--- config.mk ---
export PLATFORM = sky130hd
export DESIGN_NAME = pipe_hazard_ctrl
export DESIGN_NICKNAME = d
export VERILOG_FILES = /design/src/rtl/pipe_hazard_ctrl.sv
export SDC_FILE = /design/constraint.sdc
export NUM_CORES = 1
export LEC_CHECK = 0
export ABC_AREA = 0
export BUFFER_PORTS_ARGS = -buffer_cell sky130_fd_sc_hd__buf_2
export CAP_MARGIN = 10
export CORE_MARGIN = 2
export CORE_UTILIZATION = 35
export CTS_BUF_LIST = sky130_fd_sc_hd__clkbuf_16
export DETAILED_ROUTE_END_ITERATION = 6
export HOLD_SLACK_MARGIN = 0.06
export PLACE_DENSITY = 0.93
export SLEW_MARGIN = 20
export SYNTH_ARGS = -nofsm -noshare
export SYNTH_HDL_FRONTEND = slang
export SYNTH_SLANG_ARGS = --single-unit
--- constraint.sdc ---
create_clock -name clk -period 1.5 [get_ports clk]
set_clock_uncertainty 0.2 [all_clocks]
set_input_delay 0.15 -clock clk [delete_from_list [all_inputs] [get_ports clk]]
set_output_delay 0.15 -clock clk [all_outputs]
set_load 0.005 [all_outputs]
--- src/rtl/pipe_hazard_ctrl.sv ---
// pipe_hazard_ctrl: stall/flush/forwarding controller for a 5-stage RV32I pipeline.
// Produces per-stage pipeline-register enables and flushes, EX operand-forward
// selects, and the PC redirect for taken jumps/branches resolved at BR_STAGE.
// Optional build macro: PERF_CNT_EN adds saturating stall/flush counters;
// without it the counter outputs are tied to zero and no counter flops exist.
module pipe_hazard_ctrl #(
  parameter int REG_AW   = 5,
  parameter int BR_STAGE = 3,
  parameter int CNT_W    = 16
) (
  input  logic              clk,
  input  logic              rst_n,
  input  logic [REG_AW-1:0] id_rs1,
  input  logic [REG_AW-1:0] id_rs2,
  input  logic              id_use_rs1,
  input  logic              id_use_rs2,
  input  logic [REG_AW-1:0] ex_rs1,
  input  logic [REG_AW-1:0] ex_rs2,
  input  logic [REG_AW-1:0] ex_rd,
  input  logic              ex_wen,
  input  logic              ex_is_load,
  input  logic [REG_AW-1:0] mem_rd,
  input  logic [REG_AW-1:0] wb_rd,
  input  logic              mem_wen,
  input  logic              wb_wen,
  input  logic              br_taken,
  input  logic              acki_n,
  input  logic              mreq,
  input  logic              ackd_n,
  output logic              pc_en,
  output logic              ifid_en,
  output logic              idex_en,
  output logic              exmem_en,
  output logic              memwb_en,
  output logic              ifid_flush,
  output logic              idex_flush,
  output logic              exmem_flush,
  output logic [1:0]        fwd_a,
  output logic [1:0]        fwd_b,
  output logic              redirect,
  output logic [CNT_W-1:0]  stall_cycles,
  output logic [CNT_W-1:0]  flush_events
);

  typedef enum logic [1:0] {
    RUN    = 2'd0,
    DWAIT  = 2'd1,
    LSTALL = 2'd2
  } state_t;

  state_t state_q, state_d;
  logic   pending_br_q, pending_br_d;

  logic frozen;
  logic br_req;
  logic load_use;

  // Hazard conditions feeding the priority chain
  always_comb begin
    frozen   = mreq & ackd_n;
    br_req   = br_taken | pending_br_q;
    load_use = ex_is_load & ex_wen & (ex_rd != '0) &
               ((id_use_rs1 & (id_rs1 == ex_rd)) |
                (id_use_rs2 & (id_rs2 == ex_rd)));
  end

  // Operand forwarding: MEM result wins over WB; x0 is never forwarded
  always_comb begin
    fwd_a = 2'b00;
    fwd_b = 2'b00;
    if (rst_n) begin
      if (mem_wen && (mem_rd != '0) && (mem_rd == ex_rs1))
        fwd_a = 2'b01;
      else if (wb_wen && (wb_rd != '0) && (wb_rd == ex_rs1))
        fwd_a = 2'b10;
      if (mem_wen && (mem_rd != '0) && (mem_rd == ex_rs2))
        fwd_b = 2'b01;
      else if (wb_wen && (wb_rd != '0) && (wb_rd == ex_rs2))
        fwd_b = 2'b10;
    end
  end

  // Next state and pipeline controls: D-wait freeze > redirect > load-use > I-wait.
  // While reset is held every output sits at its reset value.
  always_comb begin
    pc_en        = 1'b1;
    ifid_en      = 1'b1;
    idex_en      = 1'b1;
    exmem_en     = 1'b1;
    memwb_en     = 1'b1;
    ifid_flush   = 1'b0;
    idex_flush   = 1'b0;
    exmem_flush  = 1'b0;
    redirect     = 1'b0;
    state_d      = RUN;
    pending_br_d = pending_br_q;
    if (!rst_n) begin
      pending_br_d = 1'b0;
    end else if (frozen) begin
      // Whole pipe holds; a branch resolved now must survive the freeze
      pc_en    = 1'b0;
      ifid_en  = 1'b0;
      idex_en  = 1'b0;
      exmem_en = 1'b0;
      memwb_en = 1'b0;
      state_d  = DWAIT;
      if (br_taken)
        pending_br_d = 1'b1;
    end else if (br_req) begin
      redirect     = 1'b1;
      ifid_flush   = 1'b1;
      idex_flush   = 1'b1;
      exmem_flush  = (BR_STAGE == 3);
      pending_br_d = 1'b0;
    end else if (load_use && (state_q != LSTALL)) begin
      // Exactly one bubble; the LSTALL guard keeps it from repeating
      pc_en      = 1'b0;
      ifid_en    = 1'b0;
      idex_flush = 1'b1;
      state_d    = LSTALL;
    end else if (acki_n) begin
      // Fetch not ready: hold PC, feed a bubble into ID, let the rest drain
      pc_en      = 1'b0;
      ifid_flush = 1'b1;
    end
  end

  // State and pending-branch registers
  always_ff @(posedge clk or negedge rst_n) begin
    if (!rst_n) begin
      state_q      <= RUN;
      pending_br_q <= 1'b0;
    end else begin
      state_q      <= state_d;
      pending_br_q <= pending_br_d;
    end
  end

`ifdef PERF_CNT_EN
  logic [CNT_W-1:0] stall_cnt_q, flush_cnt_q;

  // Saturating counters of PC-stalled cycles and redirects
  always_ff @(posedge clk or negedge rst_n) begin
    if (!rst_n) begin
      stall_cnt_q <= '0;
      flush_cnt_q <= '0;
    end else begin
      if (!pc_en && (stall_cnt_q != '1))
        stall_cnt_q <= stall_cnt_q + 1'b1;
      if (redirect && (flush_cnt_q != '1))
        flush_cnt_q <= flush_cnt_q + 1'b1;
    end
  end

  assign stall_cycles = stall_cnt_q;
  assign flush_events = flush_cnt_q;
`else
  assign stall_cycles = '0;
  assign flush_events = '0;
`endif

endmodule

# After elaboration in Yosys (flattened, before gate mapping)
# Cells that the tools add are included.
[word_totals] reg_bits=3 input_bits=47 out_inout_bits=45 word_cells=67
[op_classes] n_eq_ne=9 mux=37 bitwise=8 n_reduce_logical=11
[ops] operator="equality test 5 bit" count=6
[ops] operator="two-way mux 1 bit" count=27
[ops] operator="two-way mux 2 bit" count=10
[ops] operator="nonzero test 5 bit" count=3
[ops] operator="logical AND 1 bit" count=7
[ops] operator="AND 1 bit" count=6
[ops] operator="!= test 3 x 1 -> 1 bit (second input constant)" count=1
[ops] operator="!= test 3 bit (second input constant)" count=1
[ops] operator="!= test 2 bit (second input constant)" count=1
[ops] operator="bitwise OR 1 bit" count=2
[ops] operator="AND reduction 2 bit" count=1

# Longest topological paths before layout
# Gate-level depths: netlist (run 1).
[logic_depth] ltp_word=9 ltp_mapped=5 depth_no_buf=5

# Worst setup path after synthesis (run 1)
# OpenSTA, ideal clock, no wires.
[synth_path] path_type="input-to-output" from="input port mem_rd[4]" to="output port fwd_a[1]" arrival_time_ns=1.172 t_required_ns=1.150 setup_slack_ns=-0.022 stages=4 path_buffers=0 path_cell_list="or4_1 o21ai_2 nor4_1 nor4_2"
[synth_between] elab_chain_len=5 elab_cells_between_ends=6 classes_between="eq/ne: 1; mux: 2; reduce/logical: 3"
[synth_rtl] element="from (decl)" line_no="22" source="input logic [REG_AW-1:0] mem_rd,"
[synth_rtl] element="nonzero test 5 bit" line_no="72" source="if (mem_wen && (mem_rd != '0) && (mem_rd == ex_rs1))"
[synth_rtl] element="logical AND 1 bit" line_no="72"
[synth_rtl] element="logical AND 1 bit *" line_no="72"
[synth_rtl] element="two-way mux 2 bit *" line_no="72"
[synth_rtl] element="two-way mux 2 bit *" line_no="71" source="if (rst_n) begin"
[synth_rtl] element="to (decl)" line_no="38" source="output logic [1:0] fwd_a,"
# Every way passes the cells marked *; elsewhere a longest branch is shown, timed or not.

# Final worst setup path (run 1)
[layout_path] from="input port wb_rd[1]" to="output port fwd_a[1]"
[layout_between] elab_chain_len=6 elab_cells_between_ends=7 classes_between="eq/ne: 1; mux: 3; reduce/logical: 3"
[layout_rtl] element="from (decl)" line_no="23" source="input logic [REG_AW-1:0] wb_rd,"
[layout_rtl] element="nonzero test 5 bit" line_no="74" source="else if (wb_wen && (wb_rd != '0) && (wb_rd == ex_rs1))"
[layout_rtl] element="logical AND 1 bit" line_no="74"
[layout_rtl] element="logical AND 1 bit *" line_no="74"
[layout_rtl] element="two-way mux 2 bit *" line_no="74"
[layout_rtl] element="two-way mux 2 bit *" line_no="72"
[layout_rtl] element="two-way mux 2 bit *" line_no="71"
# Marks and branches as above.

==> results of run 1 <==
==> area by class of cell <==
cell class	instances	share of cell area
Tap cell	28	0.0236
Clock inverter	1	0.00253
Multi-Input combinational cell	98	0.480
Timing Repair Buffer	82	0.391
Clock buffer	3	0.0505
Sequential cell	3	0.0505
Inverter	1	0.00253
==> state kept, by name (all words and copies together), names as in the netlist <==
signal        cells
state_q           2
pending_br_q      1
==> cell families (layout without fill, tap and decap cells) <==
kind of cell / after synthesis / count (layout)
AO/OA/AOI/OAI: 10 / 10
XOR/XNOR: 30 / 30
buffers and inverters: 36 / 87
flip-flops: 3 / 3
other: 1 / 32
AND/OR/NAND/NOR: 26 / 26
==> path summary, 6_finish.rpt <==
path	start	endpoint	slack [ps]	cells past startpoint
worst min register to register	pending_br_q	state_q[1]	290	1
max in group asynchronous	rst_n	pending_br_q	700	3
worst max-delay path	wb_rd[1]	fwd_a[1]	-310	6
min in group asynchronous	rst_n	state_q[0]	250	3
worst max register to register	state_q[1]	state_q[1]	20	5
worst min-delay path	br_taken	pending_br_q	10	3
==> layer usage <==
metal  GRT usage  up-vias
met2       0.401       80
met5           0        -
met3      0.0621       10
li1            -      459
met1       0.152      434
met4       0.132        0
==> synthesized netlist by cell type <==
library cell / count / area share
o2111ai_2: 1 / 0.018
nand2_1: 2 / 0.0088
nor2_1: 4 / 0.018
a32oi_1: 1 / 0.010
inv_1: 1 / 0.0044
conb_1: 1 / 0.0044
xnor2_1: 8 / 0.082
nor4_2: 3 / 0.044
a31oi_1: 2 / 0.015
buf_4: 35 / 0.31
and2_0: 1 / 0.0073
o21bai_1: 1 / 0.0088
o21ai_2: 1 / 0.010
dfrtp_1: 3 / 0.088
and2_2: 2 / 0.018
a21oi_1: 2 / 0.012
o21ai_0: 1 / 0.0059
nor4_1: 4 / 0.029
or4_1: 5 / 0.044
nand3_1: 3 / 0.018
or2_1: 1 / 0.0073
xor2_1: 22 / 0.23
nand2b_1: 1 / 0.0073
o211ai_1: 1 / 0.0088
==> report_power, final <==
part	internal, uW	switching [uW]
Clock	344	76.7
Combinational	173	158
Sequential	83.3	1.14
==> repair_timing <==
action,in CTS,in global routing
endpoints found under the setup margin,11,11
buffers inserted,4,0
pin swaps,17,8
gates resized for setup,32,8
endpoints found under the hold margin,6,1
hold buffers,3,1
==> metrics by stage <==
stage                     std cells  setup TNS, ps  instance area [um2]  setup WS (ps)
after CTS                       216          -2170                 1450           -290
after floorplan                 137          -8.02                  971          -8.02
after global placement          205          -2360                 1160           -338
final                           216          -1980                 1490           -313
after global routing            216          -2350                 1490           -349
after detailed placement        205          -2660                 1160           -367
==> cells in the final DEF (no fill, tap or decap) <==
cell / synthesis / layout
and2_0: 1 / 1
nor2_4: 0 / 1
nand3_1: 3 / 3
a21oi_1: 2 / 1
buf_6: 0 / 12
o211ai_1: 1 / 1
o21ai_4: 0 / 1
conb_1: 1 / 32
nor4_1: 4 / 2
a21oi_2: 0 / 1
xor2_2: 0 / 1
or2_1: 1 / 1
o21bai_1: 1 / 1
and2_4: 0 / 2
nor2_1: 4 / 2
xor2_1: 22 / 21
buf_4: 35 / 20
clkbuf_16: 0 / 3
o2111ai_4: 0 / 1
nand2b_1: 1 / 1
a32oi_1: 1 / 1
buf_8: 0 / 3
a31oi_1: 2 / 2
dfrtp_1: 3 / 3
buf_2: 0 / 44
nor4_4: 0 / 2
nor2_2: 0 / 1
or4_4: 0 / 3
inv_1: 1 / 2
nand2_1: 2 / 2
nor4_2: 3 / 3
o21ai_1: 0 / 1
dlygate4sd3_1: 0 / 3
xnor2_1: 8 / 8
or4_1: 5 / 2
==> worst max-delay path, delay by kind of cell <==
family	cells	cell delay [ps]
xor+xnor	1	160
buf+inv	3	390
simple gates	2	770
==> results.yml, run 1 <==
global_route:
  grt_first_pass_wirelength_um: 3910
  grt_max_degree: 8
  overflow: 0
  gr-usage-all-layers: 0.198
  grt_pass1_vias: 962
  antenna_found_initial: 0
critical_path:
  end_kind: "primary output"
  cp_data_arrival_time_ps: 1460
  crit_slowest_cell: "or4_4"
  crit_chain: "buf_6 -> buf_4 -> xor2_1 -> or4_4 -> nor4_2 -> buf_2"
  critPathMaxStageDelay_ps: 500
  path_class: "in -> out"
  critical_path_required_ps: 1150
  cp-start-kind: "primary input"
  cp_max_fo: 2
synth:
  synth-xor-area-share: 0.307
  synth_mux_area_frac: 0
  synth_warnings: 0
  synthAdderAreaFrac: 0
  syn_inst: 106
  ys_seq_elements: 3
  avgSynthCellArea_um2: 8.06
  netlist_area_um2: 855
  ys_types: 24
  synth_top_family_by_area: "buffers and inverters"
  synth_simple_gate_area_frac: 0.201
  synth_compound_area_frac: 0.0878
  seq_area_frac_synth: 0.0878
routing:
  drc: 0
  route.met2.wl_um: 1470
  via_count: 983
  wl_met1_um: 918
  wl_per_cell_um: 13.2
  drt_wl_total_um: 2860
  highest_layer: "met4"
  vias_per_cell: 4.55
  drtIter0Drc: 5
  dr.pass1.iters: 4
  dr_wl_met3_um: 354
  ant_nets: 0
floorplan:
  die_h_um: 53.4
  die_w_um: 53.4
  initial_core_util: 0.379
  num_rows: 17
  die-area_um2: 2850
  top_level_ports: 92
  core_area_um2: 2250
pwr:
  ir_drop_mv: 0.620
  p_leak_uw: 0.000747
  finalPower_uw: 836
  power_density_nw_per_um2: 562
place:
  gp_congestion: 0.779
  hpwl_um: 2030
  port_buffers: 59
final_layout:
  layout-drive-gt1-share: 0.521
  antenna_cells: 0
  utilization: 0.659
  areaGrowthSynthToFinish_pct: 73.9
  n_fill_cell: 183
  multiInputGateArea_um2: 713
  seq_area_um2: 75.1
  finalNetCount: 236
clock_tree:
  clock_latency_ps: 230
  clock-sinks: 3
  cts_buffers: 3
  root_buffer: "clkbuf_16"
  htreeDepth: 1
  cts_tree: "done"
  clockBufferDepth: 2
  clkTransAtPathRegs_ps: 30
timing:
  setup_violations: 9
  post-route-min-period_ps: 1810
  slew_viol_final: 0
  hold_viol: 0
  setup_slack_ps: -313
  clock.fmax_ghz: 0.552
  whs_ps: 14.1
  rsz0062_at_grt: "true"
  finalCritPeriodShare: 1.21
run:
  max_cap_viol_count: 0
outcome:
  violations: "setup timing"
  status: "finished, violations left"
min_path:
  hp-class: "in -> reg"
No activity file was read; power rests on OpenSTA's default activity.
==> inputs of run 2 (changes only) <==
--- a/config.mk
+++ b/config.mk
@@ -9,11 +9,10 @@
 export BUFFER_PORTS_ARGS = -buffer_cell sky130_fd_sc_hd__buf_2
 export CAP_MARGIN = 10
 export CORE_MARGIN = 2
-export CORE_UTILIZATION = 35
-export CTS_BUF_LIST = sky130_fd_sc_hd__clkbuf_16
+export CORE_UTILIZATION = 34
 export DETAILED_ROUTE_END_ITERATION = 6
 export HOLD_SLACK_MARGIN = 0.06
-export PLACE_DENSITY = 0.93
+export PLACE_DENSITY = 0.91
 export SLEW_MARGIN = 20
 export SYNTH_ARGS = -nofsm -noshare
 export SYNTH_HDL_FRONTEND = slang
==> run 2 against run 1 <==
Compared with the run above: largest cell class unchanged; combinational power decreased by 5%; sequential share of layout area increased by 0.30 points; worst setup slack improved by 19 ps; total power decreased by 34%; the flow still finishes with violations (setup timing); count of clock-buffer cells in the layout increased by 1.
==> results.yml, run 2 (synthesis gave the netlist of run 1 again) <==
outcome:
  status: "finished, violations left"
  violations: "setup timing"
critical_path:
  end_kind: "primary output"
  path_class: "in -> out"
  cp_max_fo: 4
  cp_data_arrival_time_ps: 1440
  reg2regPathDepth: 5
  critical_path_required_ps: 1150
  cp-start-kind: "primary input"
global_route:
  grt-busiest-layer: "met2"
  grtUsageMet3: 0.0417
  gr-usage-all-layers: 0.168
  met2_usage: 0.353
  grt_max_degree: 8
  antenna_found_initial: 0
  grt_first_pass_wirelength_um: 3360
  grt_pass1_vias: 865
  grtUsageMet1: 0.135
  overflow: 0
routing:
  vias_per_cell: 4.34
  wl_per_cell_um: 11.4
  dr.pass1.iters: 4
  drtIter0Drc: 2
  drt_wl_total_um: 2520
  via_count: 954
  ant_nets: 0
  drc: 0
timing:
  clock.fmax_ghz: 0.557
  rsz0062_at_grt: "true"
  hold_viol: 0
  setup_slack_ps: -294
  post-route-min-period_ps: 1790
  whs_ps: 94.3
  setup_violations: 10
  finalCritPeriodShare: 1.20
  slew_viol_final: 0
place:
  place_ws_ps: -355
  hpwl_um: 2090
  port_buffers: 59
  gp_congestion: 0.746
final_layout:
  seq_area_um2: 75.1
  final_cell_mix: "53 x buf_2, 32 x conb_1, 22 x xor2_1, 22 x buf_4, 6 x xnor2_1"
  largest_reg_flops: 2
  finalNetCount: 238
  reg.largest.list: "state_q: 2 flops, pending_br_q: 1 flops"
  regMostFlops: "state_q"
  n_fill_cell: 224
  multiInputGateArea_um2: 728
  antenna_cells: 0
  areaGrowthSynthToFinish_pct: 64.1
  final_common_cell: "buf_2"
  utilization: 0.577
  layout-drive-gt1-share: 0.537
clock_tree:
  root_buffer: "clkbuf_4"
  clockBufferDepth: 2
  cts_tree: "done"
  htreeDepth: 1
  clkTransAtPathRegs_ps: 40
  clock-sinks: 3
  post_cts_buffers: 0
  clock_latency_ps: 240
  cts_buffers: 3
run:
  max_cap_viol_count: 0
pwr:
  ir_drop_mv: 0.269
  p_leak_uw: 0.000719
  power_density_nw_per_um2: 390
min_path:
  hp-class: "in -> reg"
  hold_path_depth: 4
floorplan:
  die_h_um: 54.1
  top_level_ports: 92
  num_rows: 18
  initial_core_util: 0.351
  die-area_um2: 2930
  core_area_um2: 2430
  die_w_um: 54.1
==> run 2: cell type report <==
type / instances / area share
inverters: 1 / 0.00268
repair buffers: 84 / 0.379
clock buffers: 4 / 0.0187
well taps: 30 / 0.0268
flip-flops and latches: 3 / 0.0535
multi-input cells: 98 / 0.519
==> run 2: path summary, 6_finish.rpt <==
| path | to | startpoint | slack (ps) |
|---|---|---|---|
| worst max-delay path | ifid_en | ex_rd[4] | -290 |
| worst min-delay path | state_q[1] | ackd_n | 90 |
| worst max register to register | state_q[1] | state_q[1] | 70 |
| worst min register to register | state_q[1] | pending_br_q | 250 |
| max in group asynchronous | state_q[0] | rst_n | 700 |
| min in group asynchronous | pending_br_q | rst_n | 240 |
==> run 2: timing repair <==
item,4_1_cts,5_1_grt
endpoints found under the hold margin,6,2
setup endpoints to repair,9,11
hold buffers,3,1
pin swaps,17,4
resized for setup,21,5
==> run 2: power breakdown <==
group | switching (uW) | leakage (uW) | internal (uW) | total [uW]
sequential | 0.965 | 0.0000411 | 83.2 | 84.1
combinational | 154 | 0.000663 | 162 | 316
clock | 47.2 | 0.0000150 | 100 | 147
==> run 2: worst max-delay path, cell delays in order <==
cell       delay, ps
buf_8            100
or4_4            550
o2111ai_4        230
nor2_1            80
a31oi_1          180
buf_2            150
==> run 2: routing by layer <==
metal,up-vias,part of all wire,wire length [um]
met5,-,0,0
li1,461,-,-
met3,4,0.14,342
met1,418,0.30,750
met4,0,0.012,30
met2,71,0.55,1390
==> run 2: metrics by stage <==
stage,total power (uW),std cells,instance area (um2),TNS [ps]
2_1_floorplan,256,137,971,-8.02
3_5_place_dp,354,213,1210,-2650
3_3_place_gp,346,213,1210,-2490
4_1_cts,546,220,1380,-2330
6_report,548,220,1400,-2280
5_1_grt,591,220,1400,-2890
==> inputs of run 3 (changes only) <==
--- a/config.mk
+++ b/config.mk
@@ -13,6 +13,7 @@
 export DETAILED_ROUTE_END_ITERATION = 6
 export HOLD_SLACK_MARGIN = 0.06
 export PLACE_DENSITY = 0.91
+export REMOVE_ABC_BUFFERS = 1
 export SLEW_MARGIN = 20
 export SYNTH_ARGS = -nofsm -noshare
 export SYNTH_HDL_FRONTEND = slang
==> run 3 against run 2 <==
Compared with the run above: the run still ends with setup timing left; combinational power up 5%; non-clock buffer count down 3; hold slack better by 14 ps; wire length up 9.5%; register-to-register slack worse by 340 ps; cell count down 1.4%; largest power group unchanged; count of clock-buffer cells in the layout unchanged; critical path type unchanged; die area unchanged; critical path depth unchanged; core utilization up 1.1 points; sequential share of layout area down 0.098 points; largest cell class unchanged.
==> results.yml, run 3 (synthesis gave the netlist of run 1 again) <==
outcome:
  status: "finished, violations left"
  violations: "setup timing"
floorplan:
  die_w_um: 54.1
  initial_core_util: 0.351
  die_h_um: 54.1
  top_level_ports: 92
  core_area_um2: 2430
  die-area_um2: 2930
  num_rows: 18
clock_tree:
  cts_buffers: 3
  clock-sinks: 3
  clkTransAtPathRegs_ps: 40
  root_buffer: "clkbuf_4"
  htreeDepth: 1
  clockBufferDepth: 2
  cts_tree: "done"
  clock_latency_ps: 240
timing:
  hold_viol: 0
  post-route-min-period_ps: 1810
  tns_ps: -2190
  whs_ps: 109
  setup_slack_ps: -306
  finalCritPeriodShare: 1.20
  setup_violations: 9
  slew_viol_final: 0
  rsz0062_at_grt: "true"
  clock.fmax_ghz: 0.554
routing:
  via_count: 960
  drtIter0Drc: 10
  highest_layer: "met4"
  wl_met1_um: 857
  route.met2.wl_um: 1660
  dr_wl_met3_um: 217
  dr.pass1.iters: 4
  vias_per_cell: 4.42
  wl_per_cell_um: 12.7
  drc: 0
  ant_nets: 0
  drt_wl_total_um: 2760
pwr:
  finalPower_uw: 562
  p_leak_uw: 0.000720
  ir_drop_mv: 0.252
  power_density_nw_per_um2: 393
critical_path:
  cp-endpoint: "fwd_a[1]"
  path_class: "in -> out"
  r2r_setup_slack_ps: -270
  cp_data_arrival_time_ps: 1460
  cp_max_fo: 3
  end_kind: "primary output"
  critical_path_required_ps: 1150
  timing.rr.start: "state_q[1]"
  reg2regPathDepth: 6
  cp-start-kind: "primary input"
  rr_endpoint: "state_q[1]"
  cp-startpoint: "wb_rd[2]"
place:
  hpwl_um: 1980
  gp_congestion: 0.854
  dp_cells: 206
  port_buffers: 59
  place_ws_ps: -362
global_route:
  grt_max_degree: 8
  antenna_found_initial: 0
  gr-usage-all-layers: 0.169
  grt_first_pass_wirelength_um: 3490
  grt_pass1_vias: 842
  overflow: 0
final_layout:
  n_fill_cell: 217
  multiInputGateArea_um2: 746
  antenna_cells: 0
  finalNetCount: 235
  layout.cells.non_filler: 217
  reg.largest.list: "state_q: 2 flops, pending_br_q: 1 flops"
  seq_area_um2: 75.1
  regMostFlops: "state_q"
  areaGrowthSynthToFinish_pct: 67.2
  final_common_cell: "buf_2"
  final_cell_mix: "48 x buf_2, 32 x conb_1, 22 x xor2_1, 19 x buf_4, 10 x buf_6"
  layout-drive-gt1-share: 0.540
  largest_reg_flops: 2
min_path:
  hp-class: "in -> reg"
run:
  max_cap_viol_count: 0
-- run 3: critical path, cell delays in order --
cell	delay [ps]
buf_2	110
or4_1	120
o211ai_1	90
or4_1	560
nor4_2	270
buf_2	140
-- run 3: worst min-delay path by stage --
stage | startpoint | endpoint | slack, ps | depth (start not counted)
floorplan | rst_n | pending_br_q | -350 | 0
global placement | rst_n | state_q[0] | -130 | 2
detailed placement | rst_n | state_q[0] | -120 | 2
CTS | ackd_n | state_q[1] | 60 | 4
global route | br_taken | pending_br_q | 120 | 4
finish | ackd_n | state_q[1] | 110 | 4
-- run 3: final cells by class --
cell class / instances / share of cell area
multi-input cells: 98 / 0.522
repair buffers: 81 / 0.378
flip-flops and latches: 3 / 0.0525
well taps: 30 / 0.0263
clock buffers: 4 / 0.0184
inverters: 1 / 0.00263
-- run 3: where the power goes --
part | switching [uW] | internal [uW]
Clock | 46.9 | 100
Combinational | 164 | 167
Sequential | 1.06 | 83.2
Total | 212 | 351
-- run 3: per-stage QoR --
stage,util,area [um2]
2_1_floorplan,-,708
3_3_place_gp,0.474,1150
3_5_place_dp,0.474,1150
4_1_cts,0.553,1350
5_1_grt,0.587,1430
6_report,0.587,1430
-- run 3: layer usage --
metal / track usage / vias up
met3: 0.0417 / 4
met1: 0.161 / 447
met2: 0.349 / 50
met5: 0 / -
li1: - / 459
met4: 0.0375 / 0
-- run 3: what timing repair did --
item / CTS / global route
pin swaps: 17 / 11
gates resized for setup: 25 / 13
hold endpoints to repair: 5 / 1
setup endpoints to repair: 11 / 11
buffers inserted: 3 / 2
hold buffers: 3 / 1
